[src/rtl/msg_udp_filter.sv]
// Buffers the Eth/IPv4/UDP header of each Avalon-ST message, classifies it against a UDP
// destination port and forwards every beat unchanged with a per-message drop flag.
module msg_udp_filter #(
  parameter int unsigned DATA_W    = 64,
  parameter int unsigned EMPTY_W   = $clog2(DATA_W / 8),
  parameter int unsigned HDR_BEATS = (38 + DATA_W / 8 - 1) / (DATA_W / 8),
  parameter int unsigned CNT_W     = 16
) (
  input  logic               clk,
  input  logic               rst_n,
  input  logic               cfg_en,
  input  logic [15:0]        cfg_port,
  input  logic [DATA_W-1:0]  in_data,
  input  logic               in_valid,
  output logic               in_ready,
  input  logic               in_sop,
  input  logic               in_eop,
  input  logic [EMPTY_W-1:0] in_empty,
  output logic [DATA_W-1:0]  out_data,
  output logic               out_valid,
  input  logic               out_ready,
  output logic               out_sop,
  output logic               out_eop,
  output logic [EMPTY_W-1:0] out_empty,
  output logic               out_drop,
  output logic [CNT_W-1:0]   cnt_pass,
  output logic [CNT_W-1:0]   cnt_filt,
  output logic               err_orphan
);

  localparam int unsigned BPB       = DATA_W / 8;
  localparam int unsigned DEPTH     = HDR_BEATS + 1;
  localparam int unsigned PTR_W     = $clog2(DEPTH);
  localparam int unsigned CNT_FW    = $clog2(DEPTH + 1);
  localparam int unsigned BEAT_W    = $clog2(HDR_BEATS + 1);
  localparam int unsigned DEC_BEAT  = 37 / BPB;
  localparam int unsigned EMPTY_MAX = BPB - 1 - (37 % BPB);
  localparam int unsigned NF        = 6;
  // Header byte offsets: ethertype hi/lo, version+IHL, protocol, UDP dst port hi/lo
  localparam int unsigned HDR_IDX [NF] = '{12, 13, 14, 23, 36, 37};

  typedef enum logic [1:0] {S_IDLE, S_HDR, S_FWD, S_DRAIN} state_t;

  typedef struct packed {
    logic [DATA_W-1:0]  data;
    logic               sop;
    logic               eop;
    logic [EMPTY_W-1:0] empty;
  } beat_t;

  state_t             state_q, state_n;
  beat_t              mem [DEPTH];
  logic [PTR_W-1:0]   wr_ptr_q, rd_ptr_q;
  logic [CNT_FW-1:0]  count_q, count_n;
  logic [BEAT_W-1:0]  beat_q, cur_beat;
  logic [7:0]         hdr_q [NF];
  logic [7:0]         fld [NF];
  logic               drop_q, drop_n;
  logic               push, pop, orphan, hdr_phase, decide, runt, pass;
  logic               out_valid_n, in_ready_n, out_drop_n;

  function automatic logic [PTR_W-1:0] ptr_inc(input logic [PTR_W-1:0] p);
    return (p == PTR_W'(DEPTH - 1)) ? '0 : p + PTR_W'(1);
  endfunction

  assign out_data  = mem[rd_ptr_q].data;
  assign out_sop   = mem[rd_ptr_q].sop;
  assign out_eop   = mem[rd_ptr_q].eop;
  assign out_empty = mem[rd_ptr_q].empty;

  // Next-state, classification and next values of the registered handshake outputs
  always_comb begin
    state_n   = state_q;
    cur_beat  = (state_q == S_IDLE) ? '0 : beat_q;
    push      = in_valid & in_ready & ((state_q != S_IDLE) | in_sop);
    pop       = out_valid & out_ready;
    orphan    = in_valid & in_ready & (state_q == S_IDLE) & ~in_sop;
    hdr_phase = (state_q == S_IDLE) | (state_q == S_HDR);
    decide    = push & hdr_phase & (in_eop | (cur_beat == BEAT_W'(DEC_BEAT)));

    // Header fields: live lane on the beat that carries them, captured copy otherwise
    for (int i = 0; i < int'(NF); i++) begin
      if (cur_beat == BEAT_W'(HDR_IDX[i] / BPB))
        fld[i] = in_data[DATA_W-1-8*(HDR_IDX[i]%BPB) -: 8];
      else
        fld[i] = hdr_q[i];
    end

    runt = in_eop & ((cur_beat < BEAT_W'(DEC_BEAT)) |
                     ((cur_beat == BEAT_W'(DEC_BEAT)) & (in_empty > EMPTY_W'(EMPTY_MAX))));
    pass = ~cfg_en | (~runt & (fld[0] == 8'h08) & (fld[1] == 8'h00) & (fld[2] == 8'h45) &
                      (fld[3] == 8'h11) & ({fld[4], fld[5]} == cfg_port));

    case (state_q)
      S_IDLE, S_HDR: begin
        if (decide)    state_n = in_eop ? S_DRAIN : S_FWD;
        else if (push) state_n = S_HDR;
      end
      S_FWD:   if (push & in_eop) state_n = S_DRAIN;
      S_DRAIN: if (pop & mem[rd_ptr_q].eop) state_n = S_IDLE;
      default: state_n = S_IDLE;
    endcase

    count_n     = count_q + CNT_FW'(push) - CNT_FW'(pop);
    drop_n      = decide ? ~pass : drop_q;
    out_valid_n = ((state_n == S_FWD) | (state_n == S_DRAIN)) & (count_n != '0);
    in_ready_n  = (state_n == S_IDLE) |
                  (((state_n == S_HDR) | (state_n == S_FWD)) & (count_n < CNT_FW'(DEPTH)));
    out_drop_n  = drop_n & out_valid_n;
  end

  always_ff @(posedge clk or negedge rst_n) begin
    if (!rst_n) begin
      state_q    <= S_IDLE;
      wr_ptr_q   <= '0;
      rd_ptr_q   <= '0;
      count_q    <= '0;
      beat_q     <= '0;
      drop_q     <= 1'b0;
      in_ready   <= 1'b0;
      out_valid  <= 1'b0;
      out_drop   <= 1'b0;
      err_orphan <= 1'b0;
      cnt_pass   <= '0;
      cnt_filt   <= '0;
      for (int i = 0; i < int'(NF); i++) hdr_q[i] <= '0;
    end else begin
      state_q    <= state_n;
      count_q    <= count_n;
      drop_q     <= drop_n;
      in_ready   <= in_ready_n;
      out_valid  <= out_valid_n;
      out_drop   <= out_drop_n;
      err_orphan <= orphan;
      if (push) wr_ptr_q <= ptr_inc(wr_ptr_q);
      if (pop)  rd_ptr_q <= ptr_inc(rd_ptr_q);
      if (state_n == S_IDLE)
        beat_q <= '0;
      else if (push & hdr_phase & ~decide)
        beat_q <= cur_beat + BEAT_W'(1);
      if (push & hdr_phase)
        for (int i = 0; i < int'(NF); i++) hdr_q[i] <= fld[i];
      if (decide) begin
        if (pass) cnt_pass <= cnt_pass + CNT_W'(1);
        else      cnt_filt <= cnt_filt + CNT_W'(1);
      end
    end
  end

  // Beat storage; contents are only meaningful where count_q says so
  always_ff @(posedge clk) begin
    if (push) mem[wr_ptr_q] <= {in_data, in_sop, in_eop, in_empty};
  end

endmodule

[config.mk]
export PLATFORM = sky130hd
export DESIGN_NAME = msg_udp_filter
export DESIGN_NICKNAME = d
export VERILOG_FILES = /design/src/rtl/msg_udp_filter.sv
export SDC_FILE = /design/constraint.sdc
export NUM_CORES = 1
export LEC_CHECK = 0
export CORE_ASPECT_RATIO = 0.75
export CORE_MARGIN = 4
export CORE_UTILIZATION = 35
export DETAILED_ROUTE_END_ITERATION = 12
export PLACE_DENSITY = 0.59
export SETUP_SLACK_MARGIN = 0.05
export SYNTH_ARGS = -nofsm -noshare
export SYNTH_HDL_FRONTEND = slang
export SYNTH_SLANG_ARGS = --single-unit
[constraint.sdc]
create_clock -name clk -period 9.1 [get_ports clk]
set_input_delay 1.365 -clock clk [delete_from_list [all_inputs] [get_ports clk]]
set_output_delay 1.365 -clock clk [all_outputs]
set_load 0.005 [all_outputs]
# Word level (Yosys, flattened, before mapping)
# Memory sizes are Yosys's and may differ from the RTL's.
# Index checks and enable logic that the tools add are counted.
# totals
in_bits	90
wordCells	106
out_inout_bits	105
mem_count	1
regBits	99
romBits	0
mem_bits_rw	414
latch_bits	0
# mem_list
name	depth	width	read_ports	rd_clocked_by_memory_dff	write_ports	line	text
mem	6	69	1	0	1	52	beat_t mem [DEPTH];
# op_classes
shift	0
div	0
n_mux	20
add_sub_neg	7
n_bitwise	33
reduce_logical	9
multipliers	0
n_eq_ne	15
order_cmp	3
# ops
operator	count
8-bit 2-to-1 mux	6
16-bit by 1-bit adder with 16-bit output (second input constant)	2
1-bit bitwise AND	20
16-bit == test	1
3-bit 2-to-1 mux	5
3-bit by 1-bit adder with 3-bit output (second input constant)	3
3-bit == test (second input constant)	3
2-bit == test (second input constant)	4
8-bit by 4-bit == test with 1-bit output (second input constant)	1
8-bit by 5-bit == test with 1-bit output (second input constant)	1
8-bit by 7-bit == test with 1-bit output (second input constant)	1
8-bit zero test	1
2-bit 2-to-1 mux	4
1-bit OR	8
3-bit < comparator (second input constant)	2
2-bit case mux with 3 select lines	1
1-bit inverter	5
2-bit by 1-bit == test with 1-bit output (second input constant)	2
2-bit zero test	2
1-bit 2-to-1 mux	4
2-bit AND reduction	2
2-bit nonzero test	2
3-bit by 1-bit adder with 3-bit output	1
3-bit by 1-bit == test with 1-bit output (second input constant)	1
other kinds (5)	5

# Logic depth before layout (Yosys ltp)
# Gate-level depths: netlist of the first run.
# logic_depth
ltp_word	16
depth_mapped	13

# Worst setup path after synthesis of the first run
# No wires, ideal clock.
# synth_timing
path_kind	input-to-reg
startpoint	input in_valid
endpoint	memory mem[0][0] in the netlist's numbering, enable pin
path_slack_ns	1.952
path_buffers	0
setup_time_ns	0.581
arrival_time_ns	6.567
t_required_ns	8.519
cell_stages	3
cell_sequence	o311ai_1 -> or2_2 -> nor3_1
# synth_via
elab_chain_cells	4
# synth_lines
element	line	text
from (decl)	14	input logic in_valid,
1-bit bitwise AND (2 in a row)	75	push = in_valid & in_ready & ((state_q != S_IDLE) | in_sop);
1-bit 2-to-1 mux	152	if (push) mem[wr_ptr_q] <= {in_data, in_sop, in_eop, in_empty};
1-bit 2-to-1 mux (not written as such)	152	
to (decl)	52	
# Every way passes these cells.

# Worst setup path in the final report of the first run
# layout_timing
startpoint	register rd_ptr_q[0]
endpoint	output out_data[28]
# layout_via
elab_chain_cells	1
# layout_lines
element	line	text
from (decl)	53	logic [PTR_W-1:0] wr_ptr_q, rd_ptr_q;
from (signal assigned)	136	if (pop) rd_ptr_q <= ptr_inc(rd_ptr_q);
memory 6 x 69 bit	-	
to (decl)	19	output logic [DATA_W-1:0] out_data,
# Every way passes these cells.

==> results.cfg, run 1 <==
[setup_path]
cp_slowest_stage_delay_ps = 740
worstSetupEndpointType = primary output
cp_max_fo = 42
worstSetupPathType = register to primary output
critPathLaunchType = register
timing.critical_path.cells = buf_4 -> buf_4 -> mux4_2 -> nor2_1 -> a21oi_1 -> clkdlybuf4s50_1
crit_top_cell = sky130_fd_sc_hd__buf_4
critPathRequiredTime_ps = 7740
cpMaxStageDelayCell = sky130_fd_sc_hd__buf_4
critPathBufInv = 3
regToRegSetupSlack_ps = 5080
cell_class_contributing_the_biggest_share_of_worst_path_delay = buffers and inverters
worst_ep_arrival_time_ps = 4020

[timing]
setup_tns_ps = 0
slew_headroom_pct = 30.85
fin_crit_ps = 5385
report.final.setup_viol = 0
slew_viol_final = 0
worst_clock_skew_ps = 23.10
worstMarginPinSlew_ps = 1035
clock.fmax_mhz = 185.7
final_hold_violation_count = 0
setup_repair_after_global_routing_missed_its_margin = false
timing.final.crit_share_pct = 59.17

[clock_network]
clock_tree_from_tritoncts = done
clock_path_buffers = 3
postcts_resize_cnt = 0
cts_inserted_buffers = 52
post_cts_setup_bufs = 0
cts.sinks = 513
clock_latency_ps = 610
cts.htree.levels = 2
root_buffer = sky130_fd_sc_hd__clkbuf_16
worst_setup_hold_path_clk_slew_ps = 60
cts.hold.buffers_added = 0

[power_and_ir_drop]
cellPowerDensity_nw_per_um2 = 290.4
total_power_mw = 7.278
p_leak_nw = 9.028
power.ir.vdd_worst_mv = 0.1390

[layout]
most-common-layout-cells = 414 x sky130_fd_sc_hd__edfxtp_1, 193 x sky130_fd_sc_hd__clkdlybuf4s50_1, 96 x sky130_fd_sc_hd__dfrtp_1
antenna-diode-count = 0
design.final.nets = 1503
drive_above_1_share_pct = 15.63
stdcell_count = 2226
layout_commonest_cell = sky130_fd_sc_hd__edfxtp_1
flow.area_growth_from_synthesis_pct = 22.98

[synth]
yosysWarnings = 0
synth.avg_cell_area_um2 = 17.15
synthFlopType = sky130_fd_sc_hd__edfxtp_1
yosys.area_share.adder_pct = 0.6509
synthArstFlopShare_pct = 19.30
synth-seq-cells = 513
basic_gate_share_of_the_synthesized_area_counting_and_or_nand_and_nor_cells_pct = 5.422
synth-xor-area-share_pct = 1.805
synth_enable_flop_cells = 414
synth_compound_gate_area_share_pct = 3.819
synthMuxAreaShare_pct = 13.56
synth.lib_cells_used.distinct = 59
dominant_combinational_cell_family_by_area_after_synthesis = multiplexers
ys_seq_area_share_pct = 73.17
postSynthCellCount = 1188
mappedNetlistNets = 1288
netlist_area_um2 = 20380

[die]
start_util_pct = 35.42
core_area_um2 = 57530
floorplan.die.height_um = 217.0
design.portCount = 195
die_w_um = 286.6
rows = 76
fp.dieArea_um2 = 62180

[routing]
via_count = 11130
per_cell_via_count_in_the_routed_design = 5.002
wl_um = 46030
avgRoutedWirePerCell_um = 20.68
drt_pass1_iterations = 5
iteration_0_drc_count_of_the_detailed_router = 648
detail_route_antenna_nets = 0
drc_errors = 0

[global_routing]
grt_util_all_layers_pct = 14.88
globalRoute.totalOverflow = 0
grt_start_max_net_pins = 86
grt_antenna_before_repair = 5
global_route_wire_length_before_repair_um = 71040
vias_in_the_first_global_route = 11580

[placement]
place_congestion = 0.8265
placed_cells_incl_taps = 2129
port_buffers = 194
dpl.hpwl_um = 27670

[job]
maxCapViolations = 0

[status]
run_status = complete, no violations

[hold_path]
min-delay-path-class = register to register
==> power breakdown <==
group | internal, mW | switching [mW] | leakage (nW) | total (mW)
Clock | 1.32 | 0.905 | 0.877 | 2.23
Sequential | 2.85 | 0.204 | 5.00 | 3.06
Combinational | 1.06 | 0.935 | 3.15 | 1.99
==> cells in the mapped netlist, drive strengths merged (2+ instances only) <==
| master | n | area share, % |
|---|---|---|
| o21ai | 24 | 0.61 |
| or4 | 5 | 0.18 |
| nand2b | 3 | 0.092 |
| xor2 | 35 | 1.5 |
| or3 | 2 | 0.061 |
| ha | 9 | 0.55 |
| clkbuf | 35 | 0.64 |
| a211oi | 2 | 0.074 |
| dfrtp | 99 | 12 |
| nor2b | 2 | 0.061 |
| nand3 | 14 | 0.34 |
| edfxtp | 414 | 61 |
| or4b | 2 | 0.098 |
| nor4b | 4 | 0.17 |
| mux2 | 39 | 2.2 |
| o22ai | 3 | 0.092 |
| nand2 | 45 | 0.83 |
| a221oi | 3 | 0.13 |
| nor2 | 98 | 1.8 |
| nor3 | 18 | 0.44 |
| buf | 16 | 0.35 |
| and2 | 2 | 0.061 |
| nand4 | 2 | 0.061 |
| nor3b | 3 | 0.11 |
| a222oi | 2 | 0.098 |
| nor4bb | 4 | 0.20 |
| mux2i | 77 | 3.8 |
| a31oi | 3 | 0.092 |
| a2111oi | 2 | 0.12 |
| o2111ai | 2 | 0.086 |
| nor4 | 12 | 0.52 |
| a21oi | 72 | 1.8 |
| mux4 | 69 | 7.6 |
| xnor2 | 7 | 0.30 |
| inv | 31 | 0.57 |
| and3 | 8 | 0.25 |
| a21o | 4 | 0.15 |
==> state kept, by name, summed over array words and instances, names as in the netlist, 2 cells and up <==
| name | cells |
|---|---|
| cnt_filt | 16 |
| beat_q | 3 |
| hdr_q | 48 |
| wr_ptr_q | 3 |
| state_q | 2 |
| count_q | 3 |
| cnt_pass | 16 |
| rd_ptr_q | 3 |
| mem | 414 |
==> path summary, 6_finish.rpt <==
| kind | cells after the start | end | start |
|---|---|---|---|
| max reg2reg | 10 | cnt_pass[1] | state_q[1] |
| min reg2reg | 1 | cnt_filt[15] | cnt_filt[15] |
| max in group asynchronous | 2 | rd_ptr_q[1] | rst_n |
| min in group asynchronous | 1 | cnt_pass[3] | rst_n |
| max | 6 | out_data[28] | rd_ptr_q[0] |
| min | 1 | cnt_filt[15] | cnt_filt[15] |
==> cell type report <==
cell class	count	area (µm²)
Clock buffer	59	1349
Sequential cell	513	14920
Multi-Input combinational cell	593	5187
Inverter	31	116.4
Clock inverter	38	435.4
Timing Repair Buffer	212	2074
Tap cell	780	975.9
Fill cell	5075	32470
==> through the flow <==
step                      instance area (µm²)  utilization (%)  hold slack (ps)  setup slack (ps)
after global routing                    25060            43.56            510.1              3404
after detailed placement                23270            40.46            467.1              4106
after floorplan                         20380                -            434.2              1952
final                                   25060            43.56            476.9              3715
after global placement                  23270            40.46            462.1              4110
after CTS                               25060            43.56            487.9              3562
==> cells by family after synthesis <==
kind of cell / Yosys count
adder cells (fa/ha/maj): 10
buffers and inverters: 82
flip-flops: 513
AND/OR/NAND/NOR: 227
AO/OA/AOI/OAI: 129
XOR/XNOR: 42
multiplexers: 185
==> layer usage <==
metal	vias to the layer above	part of all wire [%]	global-route usage, %
li1	5047	-	-
met1	5741	47	21.38
met2	271	45	22.77
met3	67	6.1	3.895
met4	8	1.7	3.591
met5	-	0.12	0
No activity file was read; power rests on OpenSTA's default activity.
==> run 2, diff against run 1 <==
--- a/config.mk
+++ b/config.mk
@@ -9,7 +9,7 @@
 export CORE_MARGIN = 4
 export CORE_UTILIZATION = 35
 export DETAILED_ROUTE_END_ITERATION = 12
-export PLACE_DENSITY = 0.59
+export PLACE_DENSITY = 0.61
 export SETUP_SLACK_MARGIN = 0.05
 export SYNTH_ARGS = -nofsm -noshare
 export SYNTH_HDL_FRONTEND = slang
==> constraint.sdc (replaced) <==
create_clock -name clk -period 4.9 [get_ports clk]
set_input_delay 0.735 -clock clk [delete_from_list [all_inputs] [get_ports clk]]
set_output_delay 0.735 -clock clk [all_outputs]
set_load 0.005 [all_outputs]
==> run 2 against run 1 <==
  * Sequential power is 88% higher
  * Power is 85% higher
  * Worst hold slack worse by 200 ps
  * Clock skew is 4.1 ps lower
  * First-iteration DRC count is 4.9% higher
  * Clock power is 75% higher
  * Register-to-register slack worse by 4200 ps
  * Die area stayed put
  * Critical endpoint is now cnt_pass[1]
==> results.cfg, run 2 (synthesis results as in run 1) <==
[clock_network]
root_buffer = sky130_fd_sc_hd__clkbuf_16
cts.htree.levels = 2
cts.hold.buffers_added = 0
clock_path_buffers = 3
worst_setup_hold_path_clk_slew_ps = 60
cts.sinks = 513
cts_inserted_buffers = 50
postcts_resize_cnt = 0
post_cts_setup_bufs = 0
clock_tree_from_tritoncts = done
clock_latency_ps = 580

[global_routing]
grt_start_max_net_pins = 71
use_met1_pct = 21.67
busiest_layer = met2
global_route_wire_length_before_repair_um = 71990
vias_in_the_first_global_route = 11700
grt_use_met3_pct = 4.325
grt_antenna_before_repair = 3
grt_util_all_layers_pct = 15.00
globalRoute.totalOverflow = 0
groute.layer.met2.usage_pct = 22.67

[die]
design.portCount = 195
fp.dieArea_um2 = 62180
rows = 76
start_util_pct = 35.42
die_w_um = 286.6
core_area_um2 = 57530
floorplan.die.height_um = 217.0

[layout]
stdcell_count = 2242
drive_above_1_share_pct = 16.69
layout_commonest_cell = sky130_fd_sc_hd__edfxtp_1
antenna-diode-count = 0
largest_register_ffs = 414
most-common-layout-cells = 414 x sky130_fd_sc_hd__edfxtp_1, 193 x sky130_fd_sc_hd__clkdlybuf4s50_1, 96 x sky130_fd_sc_hd__dfrtp_1
layout_top_registers = mem x414, hdr_q x48
design.final.nets = 1520
largest_register_by_flop_count = mem
flow.area_growth_from_synthesis_pct = 23.89
final_design_area_no_fill_um2 = 25240

[setup_path]
path_depth_of_the_worst_reg2reg_path = 10
critical_path.reg2reg.startpoint = state_q[1]
worst_ep_arrival_time_ps = 4520
worstSetupPathType = register to register
setup.worst_path.end = cnt_pass[1]
critPathRequiredTime_ps = 5360
critPathLaunchType = register
timing.rr.end = cnt_pass[1]
worstSetupEndpointType = register
timing.critical_path.from = state_q[1]
regToRegSetupSlack_ps = 840
cp_max_fo = 17

[status]
run_status = complete, no violations

[timing]
setup_tns_ps = 0
setup_repair_after_global_routing_missed_its_margin = false
final_hold_violation_count = 0
worst_clock_skew_ps = 19.04
slew_viol_final = 0
clock.fmax_mhz = 246.3
worstMarginPinSlew_ps = 1146
report.final.setup_viol = 0
fin_crit_ps = 4060
slew_headroom_pct = 23.41
timing.final.crit_share_pct = 82.85

[placement]
place_area_um2 = 23570
place_congestion = 0.8228
port_buffers = 194
placed_cells_incl_taps = 2148
dpl.hpwl_um = 28350

[routing]
drt_pass1_iterations = 7
iteration_0_drc_count_of_the_detailed_router = 680
per_cell_via_count_in_the_routed_design = 4.960
wl_um = 46410
drc_errors = 0
detail_route_antenna_nets = 0
avgRoutedWirePerCell_um = 20.70
via_count = 11120

[job]
maxCapViolations = 0

[power_and_ir_drop]
total_power_mw = 13.47
cellPowerDensity_nw_per_um2 = 533.7
power.ir.vdd_worst_mv = 0.2614
p_leak_nw = 9.111

[hold_path]
min-delay-path-class = input pin to async pin
-- run 2: worst min-delay path by stage --
stage	to	slack (ps)
global placement	hdr_q[42]	470
floorplan	drop_q	430
detailed placement	cnt_filt[15]	470
CTS	cnt_filt[3]	280
finish	cnt_pass[1]	280
global route	cnt_filt[7]	340
-- run 2: layer usage --
layer  vias up  routed length (µm)
met1      5699               21710
met4         6                 760
met2       277               20630
met5         -                  42
met3        65                3266
li1       5074                   -
-- run 2: power by group --
| group | total, mW | internal [mW] | switching (mW) | leakage [nW] |
|---|---|---|---|---|
| combinational | 3.80 | 2.07 | 1.73 | 3.28 |
| clock | 3.90 | 2.27 | 1.63 | 0.830 |
| sequential | 5.76 | 5.29 | 0.471 | 5.00 |
| total | 13.5 | 9.64 | 3.83 | 9.11 |
-- run 2: worst max-delay path: stages, from the launching register on --
cell                        delay (ps)
sky130_fd_sc_hd__dfrtp_1           520
sky130_fd_sc_hd__o21ai_0           400
sky130_fd_sc_hd__ha_1              290
sky130_fd_sc_hd__o211ai_4          220
sky130_fd_sc_hd__a2111oi_2         390
sky130_fd_sc_hd__a31oi_1            70
sky130_fd_sc_hd__a2111o_1          390
sky130_fd_sc_hd__or3_1             310
sky130_fd_sc_hd__o41a_1            710
sky130_fd_sc_hd__nor2_1            270
sky130_fd_sc_hd__mux2_2            350
-- run 2: cell type report --
type                       instances  area [µm²]
clock inverter                    32       329.1
sequential                       513       14920
multi-input combinational        593        5200
tap                              780       975.9
inverter                          31       116.4
clock buffer                      62        1348
timing repair buffer             231        2355
fill                            4997       32290
-- run 2: through the flow --
step                hold slack, ps  worst slack [ps]  utilization, %
finish                       280.7             840.2           43.88
floorplan                    434.2             239.0               -
global route                 340.2             601.1           43.88
global placement             465.0             566.9           40.97
detailed placement           465.2             533.1           40.97
CTS                          281.7             848.1           43.88
==> run 3, diff against run 2 <==
==> constraint.sdc (replaced) <==
create_clock -name clk -period 3.5 [get_ports clk]
set_input_delay 0.525 -clock clk [delete_from_list [all_inputs] [get_ports clk]]
set_output_delay 0.525 -clock clk [all_outputs]
set_load 0.005 [all_outputs]
==> run 3 against run 2 <==
  * Largest cell class unchanged
  * Worst hold slack better by 200 ps
  * Critical path type unchanged
  * Sequential power grew 36%
  * Fmax up 23%
  * Largest power group unchanged
==> results.cfg, run 3 (synthesis results as in run 1) <==
[status]
run_status = complete, no violations

[routing]
drc_errors = 0
iteration_0_drc_count_of_the_detailed_router = 671
drt_pass1_iterations = 5
wl_um = 47750
detail_route_antenna_nets = 0
per_cell_via_count_in_the_routed_design = 4.952
via_count = 11360
avgRoutedWirePerCell_um = 20.82

[timing]
final_hold_violation_count = 0
slew_headroom_pct = 50.89
setup_repair_after_global_routing_missed_its_margin = false
clock.fmax_mhz = 302.1
fin_crit_ps = 3310
post-route-worst-setup-slack_ps = 189.9
report.final.setup_viol = 0
worstMarginPinSlew_ps = 736.7
worst_clock_skew_ps = 16.82
timing.final.crit_share_pct = 94.57
slew_viol_final = 0

[global_routing]
global_route_wire_length_before_repair_um = 73340
vias_in_the_first_global_route = 11990
grt_util_all_layers_pct = 15.41
grt_antenna_before_repair = 3
grt_start_max_net_pins = 70
globalRoute.totalOverflow = 0

[power_and_ir_drop]
power.ir.vdd_worst_mv = 0.3491
total_power_mw = 19.32
cellPowerDensity_nw_per_um2 = 746.2
p_leak_nw = 9.427

[die]
design.portCount = 195
core_area_um2 = 57530
start_util_pct = 35.42
die_w_um = 286.6
fp.dieArea_um2 = 62180
floorplan.die.height_um = 217.0
rows = 76

[hold_path]
min_delay_worst_endpoint = cnt_filt[15]
worstHoldStart = cnt_filt[15]
min-delay-path-class = register to register
worstHoldPathCells = 1

[setup_path]
worstSetupEndpointType = register
path_depth_of_the_worst_reg2reg_path = 11
cp_max_fo = 15
cpMaxStageDelayCell = sky130_fd_sc_hd__o41a_1
cp_slowest_stage_delay_ps = 460
regToRegSetupSlack_ps = 190
critPathBufInv = 1
timing.critical_path.from = state_q[0]
critPathRequiredTime_ps = 3960
timing.rr.end = cnt_pass[1]
timing.critical_path.cells = o21ai_2 -> ha_2 -> o211ai_4 -> a2111oi_2 -> a31oi_1 -> a2111o_1 -> or3_1 -> o41a_1 -> buf_12 -> nor2_2 -> mux2_2
worstSetupPathType = register to register
cell_class_contributing_the_biggest_share_of_worst_path_delay = compound AO/OA/AOI/OAI gates
critPathLaunchType = register
worst_ep_arrival_time_ps = 3770
worstSetupPathDepth = 11
critical_path.reg2reg.startpoint = state_q[0]

[layout]
layout_top_registers = mem x414, hdr_q x48
design.final.nets = 1572
largest_register_ffs = 414
multi_input_area_um2 = 5238
final_core_utilization_pct = 45.01
most-common-layout-cells = 414 x sky130_fd_sc_hd__edfxtp_1, 193 x sky130_fd_sc_hd__clkdlybuf4s50_1, 96 x sky130_fd_sc_hd__dfrtp_1
flow.area_growth_from_synthesis_pct = 27.07
layout_commonest_cell = sky130_fd_sc_hd__edfxtp_1
largest_register_by_flop_count = mem
stdcell_count = 2294
drive_above_1_share_pct = 20.03
nFillCells = 5040
seq_area_um2 = 14920

[placement]
dpl.hpwl_um = 29880
placed_cells_incl_taps = 2194
port_buffers = 194
place_congestion = 0.8343
pre_cts_ws_ps = -504.0

[clock_network]
root_buffer = sky130_fd_sc_hd__clkbuf_16
worst_setup_hold_path_clk_slew_ps = 60
clock_path_buffers = 3
cts.sinks = 513
cts_inserted_buffers = 51
clock_tree_from_tritoncts = done
cts.htree.levels = 2
clock_latency_ps = 590

[job]
maxCapViolations = 0
run 3: cell types whose count changed in the layout (fill, tap and decap cells not counted), moves of 2 or more:
cell,change
sky130_fd_sc_hd__buf_12,+9
sky130_fd_sc_hd__buf_4,+40
sky130_fd_sc_hd__bufinv_16,+3
sky130_fd_sc_hd__clkbuf_16,+2
sky130_fd_sc_hd__clkbuf_8,-2
sky130_fd_sc_hd__clkinv_2,-6
sky130_fd_sc_hd__clkinv_8,-2
sky130_fd_sc_hd__clkinvlp_4,+3
sky130_fd_sc_hd__nor4b_1,-2
sky130_fd_sc_hd__nor4b_2,+2
sky130_fd_sc_hd__o21ai_0,-2
sky130_fd_sc_hd__o21ai_2,+2
run 3: where the power goes:
part / total (mW) / switching, mW / internal (mW)
sequential: 7.85 / 0.437 / 7.41
clock: 5.77 / 2.31 / 3.46
combinational: 5.70 / 2.66 / 3.03
run 3: worst reg2reg max path, cell delays in order, from the launching register on:
cell and delay (ps):
sky130_fd_sc_hd__dfrtp_1 410, sky130_fd_sc_hd__o21ai_2 170, sky130_fd_sc_hd__ha_2 220, sky130_fd_sc_hd__o211ai_4 120
sky130_fd_sc_hd__a2111oi_2 360, sky130_fd_sc_hd__a31oi_1 90, sky130_fd_sc_hd__a2111o_1 400, sky130_fd_sc_hd__or3_1 320
sky130_fd_sc_hd__o41a_1 460, sky130_fd_sc_hd__buf_12 170, sky130_fd_sc_hd__nor2_2 120, sky130_fd_sc_hd__mux2_2 340
run 3: how the worst max path moves through the flow:
stage | to | slack, ps
floorplan | mem[2][0] | -960
global placement | cnt_pass[1] | -410
detailed placement | cnt_pass[1] | -500
CTS | cnt_pass[1] | 50
global route | cnt_pass[11] | 40
finish | cnt_pass[1] | 190
run 3: timing repair:
action / 4_1_cts / 5_1_grt
buffers inserted: 3 / 1
endpoints found under the hold margin: 26 / 0
gates resized for setup: 0 / 11
pin swaps: 0 / 1
endpoints found under the setup margin: 5 / 16
hold buffers: 1 / 0
run 3: metrics by stage:
step	hold WS (ps)	TNS [ps]	cell area [µm²]
floorplan	229.4	-336500	20390
global placement	464.8	-5405	24030
detailed placement	467.5	-8512	24030
CTS	481.0	0	25840
global route	497.8	0	25890
finish	477.4	0	25890
run 3: metal layers:
layer / part of all wire [%] / wire [µm] / GRT usage (%) / vias to the layer above
li1: - / - / - / 5169
met1: 47 / 22260 / 22.59 / 5820
met2: 44 / 21120 / 22.96 / 295
met3: 7.4 / 3523 / 4.335 / 71
met4: 1.7 / 803 / 3.508 / 6
met5: 0.098 / 47 / 0 / -
run 3: cell type report:
cell class,count,share of cell area [%]
Sequential cell,513,57.63
Multi-Input combinational cell,593,20.23
Timing Repair Buffer,282,11.03
Clock buffer,62,5.291
Tap cell,780,3.769
Clock inverter,32,1.595
Inverter,31,0.4494
Antenna cell,1,0.009665
==> edit 1, RTL diff (config.mk and constraints of run 1) <==
The 4 states of `state_t` get a one-hot encoding in 4 bits.
--- a/src/rtl/msg_udp_filter.sv
+++ b/src/rtl/msg_udp_filter.sv
@@ -41,3 +41,3 @@
 
-  typedef enum logic [1:0] {S_IDLE, S_HDR, S_FWD, S_DRAIN} state_t;
+  typedef enum logic [3:0] {S_IDLE = 4'b0001, S_HDR = 4'b0010, S_FWD = 4'b0100, S_DRAIN = 4'b1000} state_t;
 
Function: same outputs for any inputs over 4 cycles, from zero or initial values and one cycle with rst_n low; so few cycles prove little.
==> edit 1 against run 1 <==
Cell area rose by 0.36%; critical path type unchanged; sequential cell count rose by 2; synthesized cell count fell by 0.34%; wire length rose by 0.44%; count of clock-buffer cells in the layout rose by 3; highest routed layer unchanged; register-to-register slack improved by 120 ps; setup slack improved by 280 ps; synthesized area rose by 0.66%; power fell by 0.11%.
==> edit 1: results (changes against run 1) <==
Logic synthesis
The count of cell types in the netlist is 58 (-1.7%). The portion of the post-synthesis area used by sequential elements is 72.9% (-0.23 points). The post-synth net total was 1,283 (-0.39%). The commonest cells after synthesis are 414 x edfxtp_1, 100 x dfrtp_1, 87 x nor2_1, 77 x a21oi_1, 72 x mux2i_1. Ranked by total cell area, the synthesized netlist is headed by edfxtp_1 61%, dfrtp_1 12%, mux4_2 7.6%. The proportion of register bits with asynchronous set or reset after synthesis was 19.6% (+0.31 points).

Final layout
The share of post-route cells with drive strength above 1 came to 16.2% (+0.56 points).

Global route
The met2 track demand over resource in global routing was 22.9% (+0.16 points). The global-route track usage on met3 came to 3.77% (-0.12 points). The total track usage is 14.8% (-0.087 points). The met1 global-route usage came to 20.9% (-0.48 points). The first-pass GRT wire length is 71,000 µm (about the same).

The number of antenna violations at the first check in global routing is 11 (+6).

Detailed routing
The overall routed net length is 46,200 µm (+0.44%). The number of detailed-route iterations in the first pass is 4 (-1). The total number of vias is 11,100 (+0.081%).

Place
The weighted congestion at the end of routability-driven global placement is 0.799 (-3.3%).

Worst hold path
The startpoint identified for the worst hold timing path is cnt_pass[15]$_DFFE_PN0P_. The hold path endpoint is cnt_pass[15]$_DFFE_PN0P_.

Timing
The worst hold slack is 469 ps (-7.71 ps). The headroom to the max-slew limit is 22.6% (-8.2 points). The final worst clock skew is 31.5 ps (+8.40 ps).

Setup path
The capture point of the worst reg-to-reg path is cnt_filt[1]$_DFFE_PN0P_. The flop-to-flop setup slack is 5200 ps (+120 ps). On the critical path, the stage with the largest delay is an instance of dfrtp_4. The data arrival time of the worst path is 3740 ps (-280 ps). The top fanout value on the critical path is 94 (+120%). The reg-to-reg critical path startpoint is state_q[2]$_DFF_PN0_. The largest stage delay on the critical path is 1030 ps (+290 ps).

Status
The run finished with clean final reports.

Power and ir drop
The static leakage power came to 9.00 nW (-0.34%).
==> edit 1: routing by layer <==
layer | vias to the layer above | part of all wire, % | wire length, µm
li1 | 5030 | - | -
met1 | 5746 | 46 | 21100
met2 | 278 | 46 | 21100
met3 | 75 | 6.5 | 3000
met4 | 14 | 2.0 | 920
met5 | - | 0.22 | 103
==> edit 1: layout make-up <==
| type | count | area, µm² | share of cell area, % |
|---|---|---|---|
| multi-input cells | 596 | 5290 | 21.0 |
| clock inverters | 34 | 389 | 1.55 |
| well taps | 780 | 976 | 3.88 |
| clock buffers | 62 | 1360 | 5.41 |
| diodes | 2 | 5.00 | 0.0199 |
| flip-flops and latches | 515 | 15000 | 59.5 |
| inverters | 22 | 82.6 | 0.328 |
| repair buffers | 210 | 2070 | 8.24 |
==> edit 1: logic make-up after synthesis <==
logic type | after synthesis | share of synthesized area (%)
adders and majority gates | 9 | 0.586
muxes | 189 | 13.7
and+or+nand+nor | 219 | 5.43
xor gates and xnor gates | 53 | 2.26
DFF | 515 | 72.9
buffers and inverters | 73 | 1.42
AOI/OAI and AO/OA | 126 | 3.62
==> edit 1: worst max path at each step <==
stage / startpoint / slack (ps) / end
2_1_floorplan: in_valid / 90 / mem[0][0]$_DFFE_PP_
3_3_place_gp: rd_ptr_q[0]$_DFFE_PN0P_ / 4540 / out_data[22]
3_5_place_dp: rd_ptr_q[0]$_DFFE_PN0P_ / 4530 / out_data[19]
4_1_cts: rd_ptr_q[0]$_DFFE_PN0P_ / 3890 / out_data[19]
5_1_grt: rd_ptr_q[0]$_DFFE_PN0P_ / 3730 / out_data[31]
6_report: rd_ptr_q[0]$_DFFE_PN0P_ / 4000 / out_data[21]
==> edit 1: worst register-to-register path, delay by kind of cell, from the launching register on <==
| family | cells | cell delay, ps |
|---|---|---|
| compound gates | 2 | 920 |
| fa+ha+maj | 1 | 230 |
| flops | 1 | 540 |
| mux | 1 | 410 |
| simple gates | 6 | 1670 |
==> edit 1: through the flow <==
step	cell area, µm²	setup WS (ps)	instances
floorplan	20500	87.2	1184
global placement	23400	4540	2123
detailed placement	23400	4530	2123
CTS	25100	3890	2219
global route	25100	3730	2221
finish	25100	4000	2221
==> edit 1: power by group <==
part | switching, mW | internal [mW]
clock network | 0.895 | 1.30
registers | 0.235 | 2.88
logic | 0.904 | 1.05
==> edit 2, RTL diff (flow settings as in run 1) <==
Made on the original files. `CNT_W`: 16 -> 12.
--- a/src/rtl/msg_udp_filter.sv
+++ b/src/rtl/msg_udp_filter.sv
@@ -6,3 +6,3 @@
   parameter int unsigned HDR_BEATS = (38 + DATA_W / 8 - 1) / (DATA_W / 8),
-  parameter int unsigned CNT_W     = 16
+  parameter int unsigned CNT_W     = 12
 ) (
Interface: changed (resized cnt_filt and cnt_pass); port bits go from 195 to 187. No check against the original RTL was run, so the function may have changed too.
==> edit 2 against run 1 <==
First-iteration DRC count rose by 6.3%; clock skew rose by 7.5 ps; cell count is 1.5% lower; wire length is 2.4% higher; cell area decreased by 1.5%; setup slack better by 290 ps; via count is 1.4% lower; power shrank 1.2%; sequential cell count is 8 lower; synthesized area is 0.74% lower; register-to-register slack lost 290 ps; non-clock buffer count is 11 lower.
==> edit 2: results (changes against run 1) <==
Detailed routing
The overall routed net length is 47,100 µm (+2.4%). The DRC violation total after the first TritonRoute iteration is 689 (+6.3%). The number of detailed-route iterations in the first pass was 6 (+1). The total number of vias is 11,000 (-1.4%).

Setup path
The flop-to-flop setup slack is 4790 ps (-290 ps). The slowest stage of the critical path is the dfrtp_4 cell. The data arrival time of the worst path is 3730 ps (-290 ps). The largest stage delay on the critical path came to 1020 ps (+280 ps). The top fanout value on the critical path is 47 (+12%).

Final layout
The number of filler cells placed in the layout is 5,101 (+0.51%). In the final layout, the registers with the most flip-flops are mem: 414 flops, hdr_q: 48 flops. The final-stage net count is 1,471 (-2.1%).

The share of post-route cells with drive strength above 1 is 16.0% (+0.33 points).

CTS
The clock network latency to the later pin of the worst-skew pair was 590 ps (-20 ps). The number of CTS-inserted buffers was 50 (-3.8%). The number of H-tree branching levels is 2 (unchanged). The maximum number of buffers from clock root to sink is 3 (unchanged).

The clock slew at the register clock pins of the worst setup and hold paths was 60 ps (about the same). The number of gates resized after CTS is 0 (unchanged). The count of buffers added by post-CTS timing repair for setup is 0 (unchanged).

The buffer cell driving the clock tree root is clkbuf_16.

Logic synthesis
The proportion of register bits with asynchronous set or reset after synthesis came to 18.0% (-1.3 points). The portion of the post-synthesis area used by sequential elements came to 72.7% (-0.45 points). The count of yosys warnings during synthesis is 0 (unchanged).

The post-synth net total was 1,272 (-1.2%). Yosys attributes the largest share of cell area to edfxtp_1 61%, dfrtp_1 11%, mux4_2 7.7%. In the synthesized netlist, the cells that appear most often are 414 x edfxtp_1, 101 x nor2_1, 91 x dfrtp_1, 76 x mux2i_1, 73 x a21oi_1.

The number of flops mapped to enable cells by yosys came to 414 (unchanged). The count of cell types in the netlist is 59 (unchanged).

Global route
The number of antenna violations at the first check in global routing is 11 (+6). The pin count of the biggest net entering global routing is 89 (+3.5%). The first-pass GRT wire length is 71,400 µm (+0.49%). The total track usage is 15.2% (+0.29 points).

Place
The weighted congestion at the end of routability-driven global placement came to 0.857 (+3.7%). The total half-perimeter wirelength after legalization and detailed placement is 28,500 µm (+2.9%). The post-placement cell area came to 0.0230 mm² (-1.1%). The number of buffers added on ports came to 186 (-4.1%).

Timing
The worst-margin pin slew came to 1200 ps (+170 ps). The final worst clock skew is 30.6 ps (+7.47 ps). The post-route setup TNS is 0 ps (unchanged). The worst hold slack was 479 ps (+1.93 ps).

Power and ir drop
The maximum VDD drop is 0.153 mV (+10%). The static leakage power was 8.65 nW (-4.2%).

Worst hold path
The class of the tightest hold or removal check is flop to flop.

Status
The flow ran to the end, and the final reports show no timing, DRC or antenna violations.
## edit 2: path summary, 6_finish.rpt
path,from,endpoint,cells after the start
worst max-delay path,rd_ptr_q[0]$_DFFE_PN0P_,out_eop,5
worst min-delay path,cnt_pass[11]$_DFFE_PN0P_,cnt_pass[11]$_DFFE_PN0P_,1
worst max register to register,state_q[1]$_DFF_PN0_,cnt_filt[1]$_DFFE_PN0P_,9
worst min register to register,cnt_pass[11]$_DFFE_PN0P_,cnt_pass[11]$_DFFE_PN0P_,1
max in group asynchronous,rst_n,rd_ptr_q[2]$_DFFE_PN0P_,2
min in group asynchronous,rst_n,out_drop$_DFF_PN0_,1
## edit 2: area by class of cell
type	count	area [µm²]	share of cell area, %
well taps	780	976	3.95
diodes	3	7.51	0.0304
clock buffers	59	1300	5.26
flip-flops and latches	505	14700	59.6
repair buffers	201	1970	7.99
multi-input cells	587	5240	21.2
clock inverters	32	380	1.54
inverters	26	97.6	0.395
## edit 2: cells by family after synthesis
family                     Yosys count  share of synthesized area, %
DFF                                505                          72.7
and+or+nand+nor                    219                          5.52
muxes                              192                          14.1
AOI/OAI and AO/OA                  134                          4.09
buffers and inverters               80                          1.57
xor gates and xnor gates            32                          1.39
adders and majority gates           10                         0.656
## edit 2: critical path, delay by kind of cell (launching register included)
family / cells / cell delay, ps
buf+inv: 2 / 1300
flops: 1 / 1020
compound gates: 1 / 410
mux: 1 / 340
simple gates: 1 / 40
## edit 2: stage by stage
step / instances / total power, mW / setup WS [ps]
4_1_cts: 2190 / 7.32 / 3820
5_1_grt: 2191 / 7.58 / 3720
3_3_place_gp: 2099 / 5.15 / 4220
3_5_place_dp: 2099 / 5.17 / 4190
2_1_floorplan: 1172 / 4.21 / 2070
6_report: 2193 / 7.19 / 4010
## edit 2: per-layer routing
layer  vias up  part of all wire [%]  GRT usage, %
li1       4982                     -             -
met1      5609                    45          21.0
met2       284                    46          24.0
met3        85                   6.9          4.02
met4        18                   1.7          3.64
met5         -                  0.22             0
## edit 2: report_power, final
group          switching [mW]  total, mW  internal, mW
Sequential              0.247       3.07          2.83
Clock                   0.866       2.12          1.25
Combinational           0.937       2.00          1.06
